`src/rtl/instr_loader_pkg.sv`:
```
// rtl/instr_loader_pkg.sv - shared states, byte counts and defaults for the instruction loader
package instr_loader_pkg;

    typedef enum logic [2:0] {
        ST_IDLE  = 3'd0,
        ST_LEN   = 3'd1,
        ST_DATA  = 3'd2,
        ST_WRITE = 3'd3,
        ST_CHK   = 3'd4,
        ST_FIN   = 3'd5
    } loader_state_e;

    localparam int LEN_BYTES         = 2;
    localparam int WORD_BYTES        = 4;
    localparam int CHK_BYTES         = 4;
    localparam int DEFAULT_ADDR_W    = 10;
    localparam int DEFAULT_MAX_WORDS = 1024;

endpackage

```
`src/rtl/instr_loader_if.sv`:
```
// rtl/instr_loader_if.sv - byte stream in and instruction RAM write port out
interface instr_loader_if #(
    parameter int ADDR_W = 10
);
    logic [7:0]        rx_data;
    logic              rx_valid;
    logic              rx_ready;
    logic              mem_we;
    logic [ADDR_W-1:0] mem_addr;
    logic [31:0]       mem_din;

    modport master (
        input  rx_data,
        input  rx_valid,
        output rx_ready,
        output mem_we,
        output mem_addr,
        output mem_din
    );

    modport slave (
        output rx_data,
        output rx_valid,
        input  rx_ready,
        input  mem_we,
        input  mem_addr,
        input  mem_din
    );
endinterface

```
`src/rtl/instr_loader_word_assembler.sv`:
```
// rtl/instr_loader_word_assembler.sv - 8 to 32 bit little-endian word assembler
module word_assembler
    import instr_loader_pkg::*;
(
    input  logic        clk,
    input  logic        rst_n,
    input  logic        clr,
    input  logic        in_valid,
    input  logic [7:0]  in_data,
    output logic [31:0] word,
    output logic        word_valid
);

    localparam logic [1:0] LAST_IDX = 2'(WORD_BYTES - 1);

    // Only the first three bytes are stored; the fourth is taken straight
    // from the input so the full word is ready in the accepting cycle.
    logic [23:0] shreg;
    logic [1:0]  idx;

    // Shift bytes in from the top so byte 0 ends up in bits 7:0
    always_ff @(posedge clk or negedge rst_n) begin
        if (!rst_n) begin
            shreg <= 24'd0;
            idx   <= 2'd0;
        end else if (clr) begin
            shreg <= 24'd0;
            idx   <= 2'd0;
        end else if (in_valid) begin
            shreg <= {in_data, shreg[23:8]};
            idx   <= (idx == LAST_IDX) ? 2'd0 : idx + 2'd1;
        end
    end

    assign word       = {in_data, shreg};
    assign word_valid = in_valid && (idx == LAST_IDX);

endmodule

```
`src/rtl/instr_loader.sv`:
```
// rtl/instr_loader.sv - boot-time instruction RAM writer; LOADER_CHECKSUM_EN adds a sum trailer check
module instr_loader
    import instr_loader_pkg::*;
#(
    parameter int ADDR_W    = DEFAULT_ADDR_W,
    parameter int MAX_WORDS = DEFAULT_MAX_WORDS
) (
    input  logic                clk,
    input  logic                rst_n,
    input  logic                start,
    instr_loader_if.master      bus,
    output logic                busy,
    output logic                cpu_hold,
    output logic                done,
    output logic                err,
    output logic [ADDR_W:0]     word_cnt
);

    localparam logic [2:0] S_IDLE  = ST_IDLE;
    localparam logic [2:0] S_LEN   = ST_LEN;
    localparam logic [2:0] S_DATA  = ST_DATA;
    localparam logic [2:0] S_WRITE = ST_WRITE;
`ifdef LOADER_CHECKSUM_EN
    localparam logic [2:0] S_CHK   = ST_CHK;
`endif
    localparam logic [2:0] S_FIN   = ST_FIN;

    localparam logic LEN_LAST = 1'(LEN_BYTES - 1);

    logic [2:0]        state;
    logic [7:0]        len_lo;
    logic              len_idx;
    logic [15:0]       len_n;
    logic              mem_we_q;
    logic [ADDR_W-1:0] mem_addr_q;
    logic [31:0]       mem_din_q;
`ifdef LOADER_CHECKSUM_EN
    logic [31:0]       sum;
`endif

    logic              accept;
    logic              asm_clr;
    logic              asm_in;
    logic [31:0]       asm_word;
    logic              asm_word_valid;
    logic [15:0]       len_word;
    logic              len_bad;
    logic [ADDR_W:0]   cnt_next;
    logic              last_word;

`ifdef LOADER_CHECKSUM_EN
    assign bus.rx_ready = (state == S_LEN) || (state == S_DATA) || (state == S_CHK);
    assign asm_in       = accept && ((state == S_DATA) || (state == S_CHK));
`else
    assign bus.rx_ready = (state == S_LEN) || (state == S_DATA);
    assign asm_in       = accept && (state == S_DATA);
`endif

    assign accept    = bus.rx_valid && bus.rx_ready;
    assign asm_clr   = start && (state == S_IDLE);
    assign busy      = (state != S_IDLE);
    assign cpu_hold  = busy;

    assign len_word  = {bus.rx_data, len_lo};
    assign len_bad   = (len_word == 16'd0) || (32'(len_word) > 32'(MAX_WORDS));
    assign cnt_next  = word_cnt + 1'b1;
    assign last_word = (16'(cnt_next) == len_n);

    assign bus.mem_we   = mem_we_q;
    assign bus.mem_addr = mem_addr_q;
    assign bus.mem_din  = mem_din_q;

    word_assembler u_asm (
        .clk        (clk),
        .rst_n      (rst_n),
        .clr        (asm_clr),
        .in_valid   (asm_in),
        .in_data    (bus.rx_data),
        .word       (asm_word),
        .word_valid (asm_word_valid)
    );

    // Load sequencing: length header, word assembly, RAM write, optional trailer
    always_ff @(posedge clk or negedge rst_n) begin
        if (!rst_n) begin
            state      <= S_IDLE;
            len_lo     <= 8'd0;
            len_idx    <= 1'b0;
            len_n      <= 16'd0;
            word_cnt   <= '0;
            done       <= 1'b0;
            err        <= 1'b0;
            mem_we_q   <= 1'b0;
            mem_addr_q <= '0;
            mem_din_q  <= 32'd0;
`ifdef LOADER_CHECKSUM_EN
            sum        <= 32'd0;
`endif
        end else begin
            mem_we_q <= 1'b0;
            case (state)
                S_IDLE: begin
                    if (start) begin
                        state    <= S_LEN;
                        done     <= 1'b0;
                        err      <= 1'b0;
                        word_cnt <= '0;
                        len_idx  <= 1'b0;
`ifdef LOADER_CHECKSUM_EN
                        sum      <= 32'd0;
`endif
                    end
                end
                S_LEN: begin
                    if (accept) begin
                        if (len_idx == LEN_LAST) begin
                            len_n <= len_word;
                            if (len_bad) begin
                                err   <= 1'b1;
                                state <= S_FIN;
                            end else begin
                                state <= S_DATA;
                            end
                        end else begin
                            len_lo  <= bus.rx_data;
                            len_idx <= len_idx + 1'b1;
                        end
                    end
                end
                S_DATA: begin
                    if (asm_word_valid) begin
                        mem_we_q   <= 1'b1;
                        mem_addr_q <= word_cnt[ADDR_W-1:0];
                        mem_din_q  <= asm_word;
                        state      <= S_WRITE;
`ifdef LOADER_CHECKSUM_EN
                        sum        <= sum + asm_word;
`endif
                    end
                end
                S_WRITE: begin
                    word_cnt <= cnt_next;
                    if (last_word) begin
`ifdef LOADER_CHECKSUM_EN
                        state <= S_CHK;
`else
                        state <= S_FIN;
`endif
                    end else begin
                        state <= S_DATA;
                    end
                end
`ifdef LOADER_CHECKSUM_EN
                S_CHK: begin
                    if (asm_word_valid) begin
                        if (asm_word != sum) begin
                            err <= 1'b1;
                        end
                        state <= S_FIN;
                    end
                end
`endif
                S_FIN: begin
                    if (!err) begin
                        done <= 1'b1;
                    end
                    state <= S_IDLE;
                end
                default: begin
                    state <= S_IDLE;
                end
            endcase
        end
    end

endmodule

```
`src/flat_wrapper.sv`:
```
// flat-port wrapper written by rule: the top's interface ports become plain ports
module instr_loader_flat import instr_loader_pkg::*;
#(
    parameter int ADDR_W    = DEFAULT_ADDR_W,
    parameter int MAX_WORDS = DEFAULT_MAX_WORDS
)
  (clk, rst_n, start, busy, cpu_hold, done, err, word_cnt, bus_rx_data, bus_rx_valid, bus_rx_ready, bus_mem_we, bus_mem_addr, bus_mem_din);
  instr_loader_if #(.ADDR_W(ADDR_W)) bus_i ();
  input  logic clk;
  input  logic rst_n;
  input  logic start;
  output logic busy;
  output logic cpu_hold;
  output logic done;
  output logic err;
  output logic [ADDR_W:0] word_cnt;
  input wire logic [$bits(bus_i.rx_data)-1:0] bus_rx_data;
  input wire logic [$bits(bus_i.rx_valid)-1:0] bus_rx_valid;
  output wire logic [$bits(bus_i.rx_ready)-1:0] bus_rx_ready;
  output wire logic [$bits(bus_i.mem_we)-1:0] bus_mem_we;
  output wire logic [$bits(bus_i.mem_addr)-1:0] bus_mem_addr;
  output wire logic [$bits(bus_i.mem_din)-1:0] bus_mem_din;
  assign bus_i.rx_data = bus_rx_data;
  assign bus_i.rx_valid = bus_rx_valid;
  assign bus_rx_ready = bus_i.rx_ready;
  assign bus_mem_we = bus_i.mem_we;
  assign bus_mem_addr = bus_i.mem_addr;
  assign bus_mem_din = bus_i.mem_din;
  instr_loader #(.ADDR_W(ADDR_W), .MAX_WORDS(MAX_WORDS)) u_core (.clk(clk), .rst_n(rst_n), .start(start), .bus(bus_i), .busy(busy), .cpu_hold(cpu_hold), .done(done), .err(err), .word_cnt(word_cnt));
endmodule
```
`config.mk`:
```
export PLATFORM = sky130hd
export DESIGN_NAME = instr_loader_flat
export DESIGN_NICKNAME = d
export VERILOG_FILES = /design/src/rtl/instr_loader_pkg.sv /design/src/rtl/instr_loader_if.sv /design/src/rtl/instr_loader_word_assembler.sv /design/src/rtl/instr_loader.sv /design/src/flat_wrapper.sv
export SDC_FILE = /design/constraint.sdc
export NUM_CORES = 1
export LEC_CHECK = 0
export ABC_AREA = 0
export CORE_MARGIN = 5
export CORE_UTILIZATION = 54
export CTS_CLUSTER_DIAMETER = 120
export CTS_CLUSTER_SIZE = 16
export DETAILED_ROUTE_END_ITERATION = 7
export PLACE_DENSITY_LB_ADDON = 0.1
export SLEW_MARGIN = 20
export SYNTH_ARGS = -nofsm -noshare
export SYNTH_HDL_FRONTEND = slang
export SYNTH_SLANG_ARGS = --single-unit
```
`constraint.sdc`:
```
create_clock -name clk -period 2.8 [get_ports clk]
set_input_delay 0.84 -clock clk [delete_from_list [all_inputs] [get_ports clk]]
set_output_delay 0.84 -clock clk [all_outputs]
set_load 0.1 [all_outputs]
```
# Word-level counts from Yosys, hierarchy flattened
# Cells that the tools add are included.
dict set report word_totals {
  word_cells 76
  inputBits 12
  output_inout_bits 59
  register_bits 110
}
dict set report op_classes {
  n_bitwise 1
  reduce_logical 21
  addsub 3
  mux 26
  order_cmp 1
  eq_ne 12
}
# operator count
set op_table {}
lappend op_table {{24-bit two-way mux} 2}
lappend op_table {{11-bit case mux with 2 select lines} 1}
lappend op_table {{3-bit two-way mux} 6}
lappend op_table {{11-bit by 16-bit == test with 1-bit output} 1}
lappend op_table {{16-bit by 11-bit > comparator with 1-bit output (second input constant)} 1}
lappend op_table {{16-bit zero test} 1}
lappend op_table {{3-bit case mux with 4 select lines} 1}
lappend op_table {{3-bit AND reduction} 4}
lappend op_table {{11-bit by 1-bit adder with 11-bit output (second input constant)} 1}
lappend op_table {{11-bit two-way mux} 1}
lappend op_table {{1-bit two-way mux} 9}
lappend op_table {{2-bit by 1-bit inequality test with 1-bit output (second input constant)} 4}
lappend op_table {{2-bit nonzero test} 4}
lappend op_table {{3-bit by 2-bit == test with 1-bit output (second input constant)} 2}
lappend op_table {{2-bit two-way mux} 3}
lappend op_table {{1-bit case mux with 2 select lines} 3}
lappend op_table {{5-bit AND reduction} 1}
lappend op_table {{1-bit logical AND} 4}
lappend op_table {{2-bit inequality test (second input constant)} 2}
lappend op_table {{2-bit AND reduction} 2}
lappend op_table {{4-bit AND reduction} 1}
lappend op_table {{3-bit by 1-bit == test with 1-bit output (second input constant)} 1}
lappend op_table {{3-bit == test (second input constant)} 1}
lappend op_table {{3-bit zero test} 1}
lappend op_table {{other kinds (6)} 7}

# Depth between registers and ports, before layout
# Gate-level depths: netlist of the first run.
dict set report logic_depth {
  word_depth 7
  mapped_depth 8
}

# Cells and area by module
# A second synthesis of the first run with hierarchy kept.
dict set report unflattened {
  hier_cells 409
  hier_area_um2 4993.5
}
# mod cells_each n_inst area_per_inst_um2
set by_module_without_submodules {}
lappend by_module_without_submodules {instr_loader 315 1 3839.9}
lappend by_module_without_submodules {word_assembler 94 1 1153.6}

# Worst setup path before layout of the first run
# No wires, ideal clock.
dict set report synth_timing {
  path_kind {flip-flop to output port}
  startpoint {register u_core.state[0]}
  endpoint {output port bus_rx_ready}
  arrival_time_ps 1946
  required_ps 1960
  path_buffers 1
  stages_incl_launch_ff 4
  path_slack_ps 14
  cell_sequence {dfrtp_1 clkbuf_1 xnor2_1 nor2_1}
}
dict set report synth_between {
  elab_chain_len 2
}
# item line
set synth_lines {}
lappend synth_lines {{start, declared} instr_loader.sv:30} ;# logic [2:0] state;
lappend synth_lines {{start signal, assigned} instr_loader.sv:86} ;# state <= S_IDLE;
lappend synth_lines {{start signal, assigned} instr_loader.sv:104} ;# state <= S_LEN;
lappend synth_lines {{start signal, assigned} instr_loader.sv:120} ;# state <= S_FIN;
lappend synth_lines {{3-bit by 1-bit == test with 1-bit output / 3-bit by 2-bit == test with 1-bit output (equally long branches)} instr_loader.sv:55} ;# assign bus.rx_ready = (state == S_LEN) || (state == S_DATA);
lappend synth_lines {{1-bit logical OR *} instr_loader.sv:55}
lappend synth_lines {{end, declared} flat_wrapper.sv:19} ;# output wire logic [$bits(bus_i.rx_ready)-1:0] bus_rx_ready;
# Every way passes the cells marked *; elsewhere a longest branch is shown, timed or not.

# Worst setup path in the final report of the first run
dict set report layout_timing {
  startpoint {register u_core.state[2]}
  endpoint {output port busy}
}
dict set report layout_between {
  elab_chain_len 1
}
# item line
set layout_lines {}
lappend layout_lines {{3-bit nonzero test} instr_loader.sv:61} ;# assign busy = (state != S_IDLE);
lappend layout_lines {{end, declared} flat_wrapper.sv:12} ;# output logic busy;
# Every way passes these cells.

==> summary.txt, run 1 <==
Floorplanning
  • Floorplan die width: between 100 and 150 µm
  • Core region area: between 8000 and 9000 µm²
  • Die Outline Area: around 11000 µm²
  • IO Pins: 71
  • Initial Utilization: 55.1%
  • Row Count: 34
  • Die Y: roughly 100 µm

Global routing
  • Grt total ovfl: 0
  • Global-route wire length before repair: around 17000 µm
  • Initial antenna violation count: 0
  • Total global-route track usage: between 10% and 20%
  • Number of global-route vias before repair: roughly 3300
  • Largest net degree at the start of global routing: between 100 and 150

Timing
  • Actual slew at the worst max-slew pin: 681 ps
  • Highest attainable clock frequency: 418 MHz
  • Unrepaired setup endpoints after global routing: no
  • Final Hold Vio Count: 0
  • Fin crit period: approximately 2400 ps
  • Finish-stage setup viols: 0
  • Worst setup slack after layout: a little over 400 ps
  • Max-slew violation count: 0
  • Final TNS setup: 0 ps
  • Period Utilization, post-route: between 80% and 90%
  • Worst-case clock skew: roughly 19 ps
  • Rel. slew slack: between 50% and 60%

Final layout
  • Nets: around 500
  • Synth-to-Final Area Change: 18.2%
  • Non-filler instance count after layout: between 500 and 600
  • Fraction of final layout cells with drive strength greater than 1: a little under a third
  • Inserted Diodes: 0
  • Final cell area excluding filler cells: ~5600 µm²

Clock network
  • Setup fix buffers added after clock tree synthesis: 0
  • Clock latency at the later pin of the worst-skew pair: 370 ps
  • Number of hold-repair buffers added at the cts stage: 0
  • Max Buffers Root-to-Sink: 2
  • CTS Buf Count: 9
  • CTS tree: built
  • H-tree depth reported by CTS: 3
  • Clock transition time at the flip-flop clock pins of the worst setup and hold paths: 110 ps
  • Post-cts resize count: 0
  • CTS root buf: clkbuf_8
  • CTS sink count: 110

Setup path
  • Flop-to-flop setup slack: about 490 ps
  • Arrival time of the worst setup path: 1550 ps
  • Maximum fanout encountered on the critical timing path: 10
  • Critical path class: flip-flop to primary output
  • Type of element launching the critical path: flip-flop
  • Endpoint required time on the critical path: roughly 2000 ps
  • Setup crit end kind: primary output

Placed design
  • Final GP Congestion: ~0.83
  • Detailed placement HPWL: approximately 7000 µm
  • Cell count after placement: between 500 and 600
  • Setup WS pre-CTS: roughly 270 ps
  • Quantity of I/O buffers inserted on ports: 70
  • Cell Area, Placed: about 5400 µm²

Synthesis
  • Sequential area share after synthesis: 57.9%
  • Synthesized net count: about 430
  • Cell taking the most area after synthesis: dfrtp_1
  • Largest cells by area after synthesis: dfrtp_1 58%, mux2_2 14%, nand2_1 5.3%, a21oi_1 2.4%, xnor2_1 2.4%
  • Fraction of synthesized cell area taken by the top area cell type: ~58%
  • Number of warnings printed during yosys synthesis: 0
  • Distinct cells, synth: 47
  • Synthesized flop and latch total: 110
  • Mean area per synthesized cell: ~11 µm²
  • Cell count after synthesis: ~410
  • Post-Syn Area: around 4800 µm²

Drt
  • Aggregate routed wire length: between 9000 and 10000 µm
  • Via-per-instance ratio: 5.66
  • Count of routing violations after the opening detailed-route iteration: about 120
  • Iteration count of the initial detailed-routing pass: 4
  • Number of nets with antenna violations after routing: 0
  • DRC violation count after routing: 0
  • Via Count: between 3000 and 4000
  • Drt wl/cell: 16.8 µm

Worst hold path
  • Worst min-delay path class: input port to async pin

Outcome
  • Outcome: finished, final reports clean

Run
  • Max-cap violations: 0
-- cell usage after synthesis (all sizes together) --
master and n:
o2111ai 1, o2bb2ai 1, xnor2 14, mux2 63, nand4 4, nor3b 2
dfrtp 110, or2 1, nor3 4, a21oi 23, or4 1, clkbuf 10
nand2b 2, or3b 1, a22o 1, nor2b 4, ha 2, nand4b 1
inv 5, o221ai 1, a31oi 3, xor2 3, and4 1, and3 2
o211ai 2, and2 5, buf 11, a32o 1, nor4 4, nand3 13
or3 2, o32ai 1, o22a 1, nand2 68, nor2 19, o21ai 23
o31ai 4
-- final timing paths --
path                                                    startpoint                            endpoint  cells past startpoint
worst max-delay path                   u_core.state[2]$_DFFE_PN0P_                                busy                      2
worst min-delay path                                         rst_n  u_core.bus.mem_addr[4]$_DFFE_PN0P_                      2
worst max register to register      u_core.word_cnt[1]$_DFFE_PN0P_         u_core.state[0]$_DFFE_PN0P_                      7
worst min register to register  u_core.bus.mem_addr[7]$_DFFE_PN0P_  u_core.bus.mem_addr[7]$_DFFE_PN0P_                      2
max in group asynchronous                                    rst_n   u_core.u_asm.shreg[1]$_DFFE_PN0P_                      2
min in group clk                u_core.bus.mem_addr[7]$_DFFE_PN0P_  u_core.bus.mem_addr[7]$_DFFE_PN0P_                      2
-- layout make-up --
| class | instances | area [µm²] |
|---|---|---|
| fillers | 689 | 3010 |
| flip-flops and latches | 110 | 2750 |
| well taps | 108 | 135 |
| inverters | 5 | 18.8 |
| multi-input cells | 278 | 1880 |
| clock inverters | 5 | 51.3 |
| repair buffers | 79 | 643 |
| clock buffers | 11 | 141 |
-- registers in the layout, summed over array words and instances, names as in the netlist --
| signal | cells |
|---|---|
| u_core.word_cnt | 11 |
| u_core.bus.mem_din | 32 |
| u_core.u_asm.idx | 2 |
| u_core.done | 1 |
| u_core.len_idx | 1 |
| u_core.state | 3 |
| u_core.bus.mem_we | 1 |
| u_core.u_asm.shreg | 24 |
| u_core.bus.mem_addr | 10 |
| u_core.len_lo | 8 |
| u_core.err | 1 |
| u_core.len_n | 16 |
-- layer usage --
layer  track usage [%]  vias up  part of all wire, %
met5                 0        -                    0
met4              5.55        0                  1.4
met3              4.28       13                  5.2
met2              27.8       91                   44
met1              29.1     1686                   50
li1                  -     1582                    -
-- through the flow --
stage,hold slack (ps),utilization (%)
floorplan,457,-
global placement,474,62.9
detailed placement,477,62.9
CTS,506,65.1
global route,531,65.1
finish,499,65.1
-- cell families after synthesis --
logic type               count (synthesis)  synth area share [%]
flip-flops                             110                  57.9
XOR/XNOR                                17                  3.29
adder cells (fa/ha/maj)                  2                 0.526
AO/OA/AOI/OAI                           62                  7.50
multiplexers                            63                  14.9
AND/OR/NAND/NOR                        134                  13.3
buffers and inverters                   26                  2.58
-- layout by cell type (no fill, tap or decap), types with 2 or more instances in the layout --
master / Yosys / layout
xor2_1: 3 / 3
nor4_1: 3 / 3
and2_1: 5 / 5
nand2b_1: 2 / 2
nand2_1: 67 / 67
ha_1: 2 / 2
dfrtp_1: 110 / 110
nor3_2: 2 / 2
xnor2_1: 13 / 13
nand4_1: 4 / 4
nor2_1: 18 / 18
or3_1: 2 / 2
clkbuf_8: 0 / 10
buf_12: 0 / 2
nor3b_1: 2 / 2
nor3_1: 2 / 2
inv_6: 0 / 3
a21oi_1: 23 / 23
nor2b_1: 4 / 4
nand3_1: 13 / 13
clkdlybuf4s50_1: 0 / 10
mux2_2: 58 / 58
buf_4: 2 / 67
a31oi_1: 3 / 3
o21ai_0: 22 / 22
mux2_1: 5 / 5
o31ai_1: 4 / 4
o211ai_1: 2 / 2
inv_1: 5 / 5
-- worst max-delay path: stages (launching register included) --
cell,delay [ps]
dfrtp_1,500
or3_1,440
buf_4,250
Power of run 1 is not shown: default switching activity piles up to over one toggle a cycle in this logic, so the estimate is an artifact.
==> inputs of run 2 (changes only) <==
SLEW_MARGIN = default   (was 20)
==> results of run 2 <==
Final layout, timing and power as in run 1 (identical DEF).
Power of run 2 is left out for the same reason.
==> inputs of run 3 (changes only) <==
SKIP_LAST_GASP = 1   (was default)
==> results of run 3 <==
Final layout, timing and power as in run 1 (identical DEF).
Power of run 3 is left out for the same reason.
